===== src/rtl/cpu_local_bus.sv =====
// cpu_local_bus: per-CPU AHB-lite local interconnect.
// Decodes 4 KB slave windows from HADDR[15:12] and muxes the data-phase response.
// A default slave answers unmapped windows with a two-cycle ERROR.
// A watchdog ends a stalled slave data phase with the same ERROR sequence.

package cpu_local_bus_pkg;
    typedef struct packed {
        logic [1:0]  htrans;
        logic [31:0] haddr;
        logic [2:0]  hsize;
        logic        hwrite;
        logic [31:0] hwdata;
    } AhbC;

    typedef struct packed {
        logic [31:0] hrdata;
        logic        hready;
    } AhbR;
endpackage

module cpu_local_bus
    import cpu_local_bus_pkg::*;
#(
    parameter int unsigned NSLV    = 2,
    parameter int unsigned TIMEOUT = 16
) (
    input  logic            clk,
    input  logic            rst,
    input  logic            m_hsel,
    input  AhbC             m_ahbc,
    output AhbR             m_ahbr,
    output logic            m_hresp,
    output logic [NSLV-1:0] s_hsel,
    output AhbC             s_ahbc,
    input  AhbR             s_ahbr [NSLV],
    output logic            timeout_o
);

    localparam int unsigned   WW   = (TIMEOUT == 0) ? 1 : $clog2(TIMEOUT + 1);
    localparam logic [WW-1:0] TMAX = WW'(TIMEOUT);

    typedef enum logic [1:0] {ST_IDLE, ST_SLV, ST_ERR1, ST_ERR2} state_t;

    state_t        state, state_nxt, cur;
    logic [3:0]    slv_q, slv_nxt;
    logic [WW-1:0] wcnt, wcnt_nxt;
    logic [3:0]    idx;
    logic          mapped;
    logic          fire;
    logic          addr_valid;
    logic          hready_int;
    logic [31:0]   hrdata_int;
    AhbR           sel;

    assign s_ahbc = m_ahbc;
    assign idx    = m_ahbc.haddr[15:12];
    assign mapped = {1'b0, idx} < 5'(NSLV);
    assign m_ahbr = {hrdata_int, hready_int};

    // Reset forces the idle response in the same cycle, not only after the edge.
    assign cur  = rst ? ST_IDLE : state;
    // A cycle that starts stalled at the limit behaves as ERR1.
    assign fire = (TIMEOUT != 0) && (cur == ST_SLV) && (wcnt == TMAX);

    // Select the response of the slave owning the current data phase.
    always_comb begin
        sel = '0;
        for (int unsigned i = 0; i < NSLV; i++) begin
            if (slv_q == 4'(i)) sel = s_ahbr[i];
        end
    end

    // State register: data-phase kind, owning slave and watchdog count.
    always_ff @(posedge clk) begin
        if (rst) begin
            state <= ST_IDLE;
            slv_q <= '0;
            wcnt  <= '0;
        end else begin
            state <= state_nxt;
            slv_q <= slv_nxt;
            wcnt  <= wcnt_nxt;
        end
    end

    // Next state: a new address phase is taken whenever the bus is ready.
    always_comb begin
        state_nxt = state;
        slv_nxt   = slv_q;
        wcnt_nxt  = wcnt;
        if (hready_int) begin
            slv_nxt  = idx;
            wcnt_nxt = '0;
            if (addr_valid) state_nxt = mapped ? ST_SLV : ST_ERR1;
            else            state_nxt = ST_IDLE;
        end
        case (cur)
            ST_SLV: begin
                if (fire) begin
                    state_nxt = ST_ERR2;
                    wcnt_nxt  = '0;
                end else if (!hready_int && wcnt != TMAX) begin
                    wcnt_nxt = wcnt + 1'b1;
                end
            end
            ST_ERR1: begin
                state_nxt = ST_ERR2;
                wcnt_nxt  = '0;
            end
            default: ;
        endcase
    end

    // Outputs: response to the master and address-phase slave selects.
    always_comb begin
        hready_int = 1'b1;
        hrdata_int = '0;
        m_hresp    = 1'b0;
        case (cur)
            ST_SLV: begin
                if (fire) begin
                    hready_int = 1'b0;
                    m_hresp    = 1'b1;
                end else begin
                    hready_int = sel.hready;
                    hrdata_int = sel.hrdata;
                end
            end
            ST_ERR1: begin
                hready_int = 1'b0;
                m_hresp    = 1'b1;
            end
            ST_ERR2: m_hresp = 1'b1;
            default: ;
        endcase
        timeout_o  = fire;
        addr_valid = !rst && m_hsel && m_ahbc.htrans[1] && hready_int;
        s_hsel     = '0;
        for (int unsigned i = 0; i < NSLV; i++) begin
            s_hsel[i] = addr_valid && mapped && (idx == 4'(i));
        end
    end

endmodule


===== config.mk =====
export PLATFORM = sky130hd
export DESIGN_NAME = cpu_local_bus
export DESIGN_NICKNAME = d
export VERILOG_FILES = /design/src/rtl/cpu_local_bus.sv
export SDC_FILE = /design/constraint.sdc
export NUM_CORES = 1
export LEC_CHECK = 0
export ABC_AREA = 0
export BUFFER_PORTS_ARGS = -buffer_cell sky130_fd_sc_hd__buf_4
export CORE_AREA = 2 2 95 97
export CTS_BUF_LIST = sky130_fd_sc_hd__clkbuf_2 sky130_fd_sc_hd__clkbuf_4 sky130_fd_sc_hd__clkbuf_8
export CTS_CLUSTER_SIZE = 25
export DETAILED_ROUTE_END_ITERATION = 7
export DIE_AREA = 0 0 97 99
export PLACE_DENSITY = 0.66
export SLEW_MARGIN = 10
export SYNTH_ARGS = -nofsm -noshare
export SYNTH_HDL_FRONTEND = slang
export SYNTH_SLANG_ARGS = --single-unit
export TNS_END_PERCENT = 20

===== constraint.sdc =====
create_clock -name clk -period 3.7 [get_ports clk]
set_clock_uncertainty 0.1 [all_clocks]
set_input_delay 0.185 -clock clk [delete_from_list [all_inputs] [get_ports clk]]
set_output_delay 0.185 -clock clk [all_outputs]
set_load 0.02 [all_outputs]

**After elaboration in Yosys (flattened, before gate mapping)**

Cells that the tools add are included.

- Bits in registers: 11
- Input bits: 139
- Output and inout port bits: 107
- Logic and storage cells: 43

- Add/sub/neg operators: 1
- Order comparisons: 1
- Equal/unequal tests: 7
- Multiplexer cells: 18
- Reduce and logical (&&, ||, !) cells: 13

Operators with widths:

| operator | count |
|---|---|
| 2-to-1 mux 33 bit | 2 |
| 2-to-1 mux 32 bit | 2 |
| 2-to-1 mux 5 bit | 3 |
| 2-to-1 mux 2 bit | 5 |
| case mux 5 bit (2 select lines) | 1 |
| == test 4 x 1 -> 1 bit (second input constant) | 2 |
| logical AND 1 bit | 8 |
| logical NOT 4 bit | 2 |
| adder 5 x 1 -> 5 bit (second input constant) | 1 |
| == test 5 bit (second input constant) | 1 |
| inequality test 5 bit (second input constant) | 1 |
| == test 2 bit (second input constant) | 2 |
| < comparator 4 x 2 -> 1 bit (second input constant) | 1 |
| case mux 1 bit (2 select lines) | 2 |
| case mux 2 bit (2 select lines) | 1 |
| == test 2 x 1 -> 1 bit (second input constant) | 1 |
| logical NOT 1 bit | 2 |
| 2-to-1 mux 1 bit | 2 |
| OR reduction 2 bit | 1 |

**Longest topological paths before layout**

Gate-level depths: netlist of run 1.

- Depth after elaboration: 10
- Gate-level depth with buffers: 9
- Gate-level depth less buffers: 7

**Worst setup path after synthesis of run 1**

Ideal clock, no wire load.

- Path type: input port to output port
- From: in rst
- To: out s_hsel[0]
- Data arrival time: 1.733 ns
- Required time: 3.415 ns
- Path slack: 1.682 ns
- Stages: 9
- Path buffers: 2
- Cell sequence: clkbuf_1 nand2b_1 inv_1 ha_1 nor2_1 a41oi_2 buf_6 nor3b_2 nor2b_1

- Longest elaborated chain between the ends: 8
- Elaborated cells on any way between the ends: 12
- Classes of those cells: eq/ne (2); mux (3); reduce/logical (7)

RTL lines:

| what | RTL line | source |
|---|---|---|
| start, declared | 28 | `input logic rst,` |
| 2-to-1 mux 2 bit | 61 | `assign cur = rst ? ST_IDLE : state;` |
| == test 2 x 1 -> 1 bit | 63, 119 |  |
| logical AND 1 bit | 63 | `assign fire = (TIMEOUT != 0) && (cur == ST_SLV) && (wcnt == TMAX);` |
| 2-to-1 mux 1 bit | 121 | `if (fire) begin` |
| case mux 1 bit (2 select lines) | 119 | `case (cur)` |
| logical AND 1 bit (*) | 137 | `addr_valid = !rst && m_hsel && m_ahbc.htrans[1] && hready_int;` |
| logical AND 1 bit (*) (2 in series) | 140 | `s_hsel[i] = addr_valid && mapped && (idx == 4'(i));` |
| end, declared | 33 | `output logic [NSLV-1:0] s_hsel,` |

Every way passes the cells marked *; elsewhere a longest branch is shown, timed or not.

==> metrics.md, run 1 <==
| Metric | Value |
|---|---|
| RSZ-0062 raised after global routing | no |
| GR Layer Usage met3 | 2.55% |
| Switching Power | around 110 uW |
| Synth async-reset ratio | 0% |
| R2r worst-path depth | 5 |
| Fillers | ~940 |
| HP Class | in -> reg |
| Hold depth | 3 |
| Starting Density | about a fifth |
| CP Data Required Time | roughly 3.4 ns |
| CP startpoint kind | flop |
| Synth warn | 0 |
| Worst slew pin tran | between 1 and 1.5 ns |
| FF+latch count, synth | 11 |
| Syn-to-layout area delta | 28.7% |
| Net Sw Frac | 27.2% |
| Post-CTS Hold Buffers | 0 |
| IR drop worst, VDD | about 0.13 mV |
| Finished Layout Cells | ~370 |
| Top FF cell, synth | dfxtp_1 |
| Status | finished clean |
| Skew-Pair Late Insertion Delay | 0.24 ns |
| Wirelength, routed | between 5 and 6 mm |
| CTS H-Tree Depth | 1 |
| # IOs | roughly 250 |
| Final Hold Vio Count | 0 |
| Post-synth EDFFs | 0 |
| Layout cell share with drive strength beyond 1 | just under 50% |
| Post-synthesis cell count | 229 |
| Synth Area per Inst | a little over 7 um^2 |
| P_int | 283 uW |
| Setup Fix Bufs, Post-CTS | 0 |
| Die height | 99 um |
| Remaining DRCs | 0 |
| Synthesized Nets | ~370 |
| ANT cells | 0 |
| Max Freq | 0.376 GHz |
| Synthesized area | ~1700 um^2 |
| Critical-path maximum fanout | 17 |
| Slew headroom | 21.5% |
| Clock Pin Slew Worst Setup and Hold Paths | ~0.05 ns |
| Min cycle time layout | around 2.7 ns |
| Cts bufs inserted | 3 |
| Endpoints failing setup | 0 |
| Distinct cells, synth | 37 |
| Root Driver | clkbuf_8 |
| Placed insts | 370 |
| Final Max Tran Viols | 0 |
| Vias per cell | roughly 4.5 |
| Clock tree sinks | 11 |
| HPWL after DPL | between 4 and 5 mm |
| Largest net degree at the start of global routing | 34 |
| Cts repair resizes | 0 |
| Sequential fraction of design power | between 30 and 40% |
| Setup CP Type | reg -> out |
| Vias in the first global route | 1654 |
| Final setup TNS | 0 ns |
| CTS Buffer Depth | 2 |
| Cell Pwr Density | about 180 nW/um^2 |
| LEAKAGE | ~0.00093 uW |
| Cell row count | 34 |
| Tcrit/Tclk final | a little over 70% |
| Initial DRC count | between 80 and 90 |
| DIE AREA | 9600 um^2 |
| Grt met1 use | about 14% |
| Width of the die | ~97 um |
| Initial antenna violation count | 0 |
| Combinational power share | a little over a third |
| Clock power frac | 33.0% |
| I/O Buffers | 115 |
| Antenna viol nets, final | 0 |
| Critical Path AT | roughly 2.4 ns |
| CP endpoint kind | output pin |
| Net count, final | 411 |
| Max-cap violations | 0 |
| Met2 usage | roughly 18% |
| CTS tree | built |
| Total grt overflow | 0 |
| Global route hottest layer | met2 |
| Wirelength per Cell | ~15 um |
| Final core utilization | 24.9% |
| GP Congestion | 0.862 |
| Gr usage total | ~11% |
| First-pass GRT wire length | 8.63 mm |
| DR vias | between 1500 and 2000 |
| Drt pass-1 iters | 4 |
| Core area | ~8600 um^2 |
| Post-synthesis sequential area ratio | a little over an eighth |
## flip-flops by register name, indices dropped and copies added, names as in the netlist
name	count
wcnt	5
slv_q	4
state	2
## power by group through the flow
| stage | Sequential, uW | Combinational [uW] | Clock, uW |
|---|---|---|---|
| after floorplan | 126 | 162 | 0 |
| after global placement | 128 | 133 | 0 |
| after detailed placement | 128 | 135 | 0 |
| after CTS | 126 | 135 | 132 |
| after global routing | 126 | 146 | 136 |
| final | 126 | 135 | 128 |
## worst max-delay path: stages, from the launching register on
cell and delay, ns:
dfxtp_1 0.36, nor4_4 0.82, buf_4 0.37, a22oi_1 0.18
nor2_1 0.20, buf_4 0.19
## layout by cell type (no fill, tap or decap), types with 2 or more instances in the layout
master	count
mux2i_1	4
and2_1	5
a21oi_1	3
o31a_1	2
nand2b_1	2
dfxtp_1	11
inv_1	7
ha_1	5
nand2_1	6
nor2b_1	2
a22oi_1	32
nand3_1	4
buf_4	116
clkbuf_8	3
nor3_1	2
nor2_1	43
## worst paths after layout
path,startpoint,end,slack (ns)
max,slv_q[0]$_SDFFE_PP0P_,m_ahbr[1],1.04
min,m_ahbc[48],slv_q[0]$_SDFFE_PP0P_,0.1
max reg2reg,state[0]$_SDFF_PP0_,wcnt[2]$_SDFF_PP0_,1.32
min reg2reg,wcnt[1]$_SDFF_PP0_,wcnt[1]$_SDFF_PP0_,0.40
## routing by layer
layer	up-vias	routed length (um)
li1	787	-
met1	768	2340
met2	74	2660
met3	39	459
met4	0	308
met5	-	0
## cell type report
| type | count | area [um^2] | share of cell area, % |
|---|---|---|---|
| tap | 108 | 135 | 6.35 |
| clock buffer | 4 | 48.8 | 2.29 |
| sequential | 11 | 220 | 10.4 |
| timing repair buffer | 116 | 871 | 40.9 |
| inverter | 7 | 26.3 | 1.24 |
| multi-input combinational | 128 | 826 | 38.8 |
## cell usage after synthesis (3+ instances only)
master	instances	area (um^2)
mux2i_1	4	40.0
and2_1	5	31.3
nand2_1	6	22.5
buf_2	3	15.0
nor2_1	43	161
nand3_1	4	20.0
ha_1	5	62.6
dfxtp_1	11	220
a21oi_1	3	15.0
buf_4	71	533
a22oi_1	32	240
inv_1	7	26.3
clkbuf_1	7	26.3
## kinds of logic after synthesis
kind of cell	after synthesis	synth area share, %
flops	11	13.3
mux	5	3.33
compound gates	46	21.0
buf+inv	90	37.2
simple gates	72	21.3
fa+ha+maj	5	3.79
## stage by stage
step / area (um^2) / hold slack (ns) / total power, uW / setup WS (ns)
after floorplan: 1650 / 0.229 / 289 / 1.68
final: 2130 / 0.0983 / 389 / 1.04
after CTS: 2130 / 0.0879 / 393 / 1.06
after detailed placement: 2080 / 0.270 / 263 / 1.25
after global routing: 2130 / 0.102 / 408 / 0.842
after global placement: 2080 / 0.270 / 261 / 1.33
Power figures use the tool's default switching activity.
==> inputs of run 2 (changes only) <==
==> constraint.sdc (replaced) <==
create_clock -name clk -period 2.55 [get_ports clk]
set_clock_uncertainty 0.1 [all_clocks]
set_input_delay 0.1275 -clock clk [delete_from_list [all_inputs] [get_ports clk]]
set_output_delay 0.1275 -clock clk [all_outputs]
set_load 0.02 [all_outputs]
==> run 2 against run 1 <==
Compared with the run above:
- wire length shrank 1.7%
- worst setup slack got worse by 0.81 ns
- register-to-register slack got worse by 0.83 ns
- sequential share of layout area decreased by 0.13 points
- die area is the same
==> metrics.md, run 2 (synthesis results as in run 1) <==
| Metric | Value |
|---|---|
| Syn-to-layout area delta | 30.4% |
| Tcrit/Tclk final | between 90 and 100% |
| Root Driver | clkbuf_8 |
| Final setup TNS | 0 ns (unchanged) |
| Net count, final | 415 (+0.97%) |
| Clock tree sinks | 11 (unchanged) |
| Clock Pin Slew Worst Setup and Hold Paths | 0.05 ns (about the same) |
| Core area | 8550 um^2 (unchanged) |
| Final Hold Vio Count | 0 (unchanged) |
| First-pass GRT wire length | 8.50 mm (-1.5%) |
| DIE AREA | 9600 um^2 (unchanged) |
| Commonest cells after routing, fill and taps aside | buf_4, nor2_1, a22oi_1 |
| Cell row count | 34 (unchanged) |
| Initial DRC count | 74 (-14%) |
| Max reg flops | 5 (unchanged) |
| ANT cells | 0 (unchanged) |
| GP Congestion | 0.807 (-6.4%) |
| Final Max Tran Viols | 0 (unchanged) |
| Total grt overflow | 0 (unchanged) |
| Initial antenna violation count | 0 (unchanged) |
| Die height | 99 um (unchanged) |
| Crit path launch | state[0]$_SDFF_PP0_ |
| CP Data Required Time | 2.32 ns (-1.09 ns) |
| Remaining DRCs | 0 (unchanged) |
| CTS Buffer Depth | 2 (unchanged) |
| Largest net degree at the start of global routing | 34 (unchanged) |
| Skew-Pair Late Insertion Delay | 0.25 ns (about the same) |
| Largest regs | wcnt: 5 flops, slv_q: 4 flops, state: 2 flops |
| Gr usage total | 10.9% (-0.23 points) |
| Post-CTS Hold Buffers | 0 (unchanged) |
| Total power | 559 uW (+44%) |
| Vias in the first global route | 1619 (-2.1%) |
| Slew headroom | 57.7% (+36 points) |
| Starting Density | 19.3% (unchanged) |
| Hold depth | 2 (-1) |
| Antenna viol nets, final | 0 (unchanged) |
| # IOs | 246 (unchanged) |
| Setup Fix Bufs, Post-CTS | 0 (unchanged) |
| R2r worst-path depth | 6 (+1) |
| I/O Buffers | 115 (unchanged) |
| CP endpoint kind | output pin |
| IR drop worst, VDD | 0.147 mV (+10%) |
| Wirelength per Cell | 15.0 um (-2.7%) |
| Worst slew pin tran | 0.634 ns (-0.540 ns) |
| Critical register-to-register path endpoint | wcnt[2]$_SDFF_PP0_ |
| Max Freq | about 0.43 GHz |
| Cts repair resizes | 0 (unchanged) |
| Hold Crit Endpoint | slv_q[2]$_SDFFE_PP0P_ |
| Hold path startpoint | rst |
| Critical Path AT | 2.09 ns (-0.28 ns) |
| Endpoints failing setup | 0 (unchanged) |
| CTS H-Tree Depth | 1 (unchanged) |
| CTS tree | built |
| CP startpoint kind | flop |
| Top reg by flops | wcnt |
| LEAKAGE | 0.000951 uW (+2.1%) |
| Status | finished clean |
| Critical-path maximum fanout | 11 (-6) |
| Setup CP Type | reg -> out |
| Wirelength, routed | 5.66 mm (-1.7%) |
| Vias per cell | 4.48 (+0.54%) |
| Min cycle time layout | ~2.3 ns |
| R2r setup slk | 0.49 ns (-0.83 ns) |
| DR vias | 1695 (+1.6%) |
| Fillers | 943 (+0.21%) |
| Cts bufs inserted | 3 (unchanged) |
| HP Class | in -> reg |
| Width of the die | 97 um (unchanged) |
| Final core utilization | 25.2% (+0.32 points) |
| Layout cell share with drive strength beyond 1 | 48.9% (+0.77 points) |
| Max-cap violations | 0 (unchanged) |
| RSZ-0062 raised after global routing | no |
| Drt pass-1 iters | 4 (unchanged) |
| Reg2reg start | state[0]$_SDFF_PP0_ |
| Most common cell after layout, fill and taps aside | buf_4 |
| HPWL after DPL | 4.63 mm (-0.55%) |
| Cell Pwr Density | 259 nW/um^2 (+42%) |
## run 2: stage by stage
step | cell area [um^2] | hold slack, ns | std cells | worst slack, ns
floorplan | 1650 | 0.171 | 229 | 0.647
global placement | 2110 | 0.155 | 374 | 0.570
CTS | 2150 | 0.0237 | 378 | 0.216
detailed placement | 2110 | 0.155 | 374 | 0.513
finish | 2150 | 0.0255 | 378 | 0.231
global route | 2150 | 0.0322 | 378 | 0.0582
## run 2: per-layer routing
| layer | global-route usage (%) | wire, um | vias up |
|---|---|---|---|
| li1 | - | - | 796 |
| met1 | 13.5 | 2290 | 776 |
| met2 | 15.9 | 2500 | 80 |
| met3 | 2.91 | 500 | 43 |
| met4 | 8.23 | 365 | 0 |
| met5 | 0 | 0 | - |
## run 2: worst max-delay path by stage
stage | endpoint
floorplan | s_hsel[0]
global placement | s_hsel[1]
detailed placement | s_hsel[1]
CTS | s_hsel[1]
global route | s_hsel[1]
finish | s_hsel[1]
## run 2: power by group
| group | internal, uW | total [uW] | switching, uW |
|---|---|---|---|
| Combinational | 117 | 197 | 79.5 |
| Sequential | 176 | 182 | 5.66 |
| Clock | 108 | 180 | 72.4 |
| Total | 401 | 559 | 158 |
## run 2: cell type report
| type | instances | area (um^2) | share of cell area [%] |
|---|---|---|---|
| inverter | 7 | 26.3 | 1.22 |
| tap | 108 | 135 | 6.27 |
| sequential | 11 | 220 | 10.2 |
| clock buffer | 3 | 41.3 | 1.92 |
| timing repair buffer | 120 | 901 | 41.8 |
| multi-input combinational | 128 | 826 | 38.3 |
| clock inverter | 1 | 5.00 | 0.232 |
## run 2: critical path, cell delays in order (launching register included)
cell,delay (ns)
dfxtp_1,0.31
nor2b_1,0.19
ha_1,0.26
nor2_1,0.09
a41oi_2,0.53
nor3b_2,0.12
and2_1,0.19
buf_4,0.15
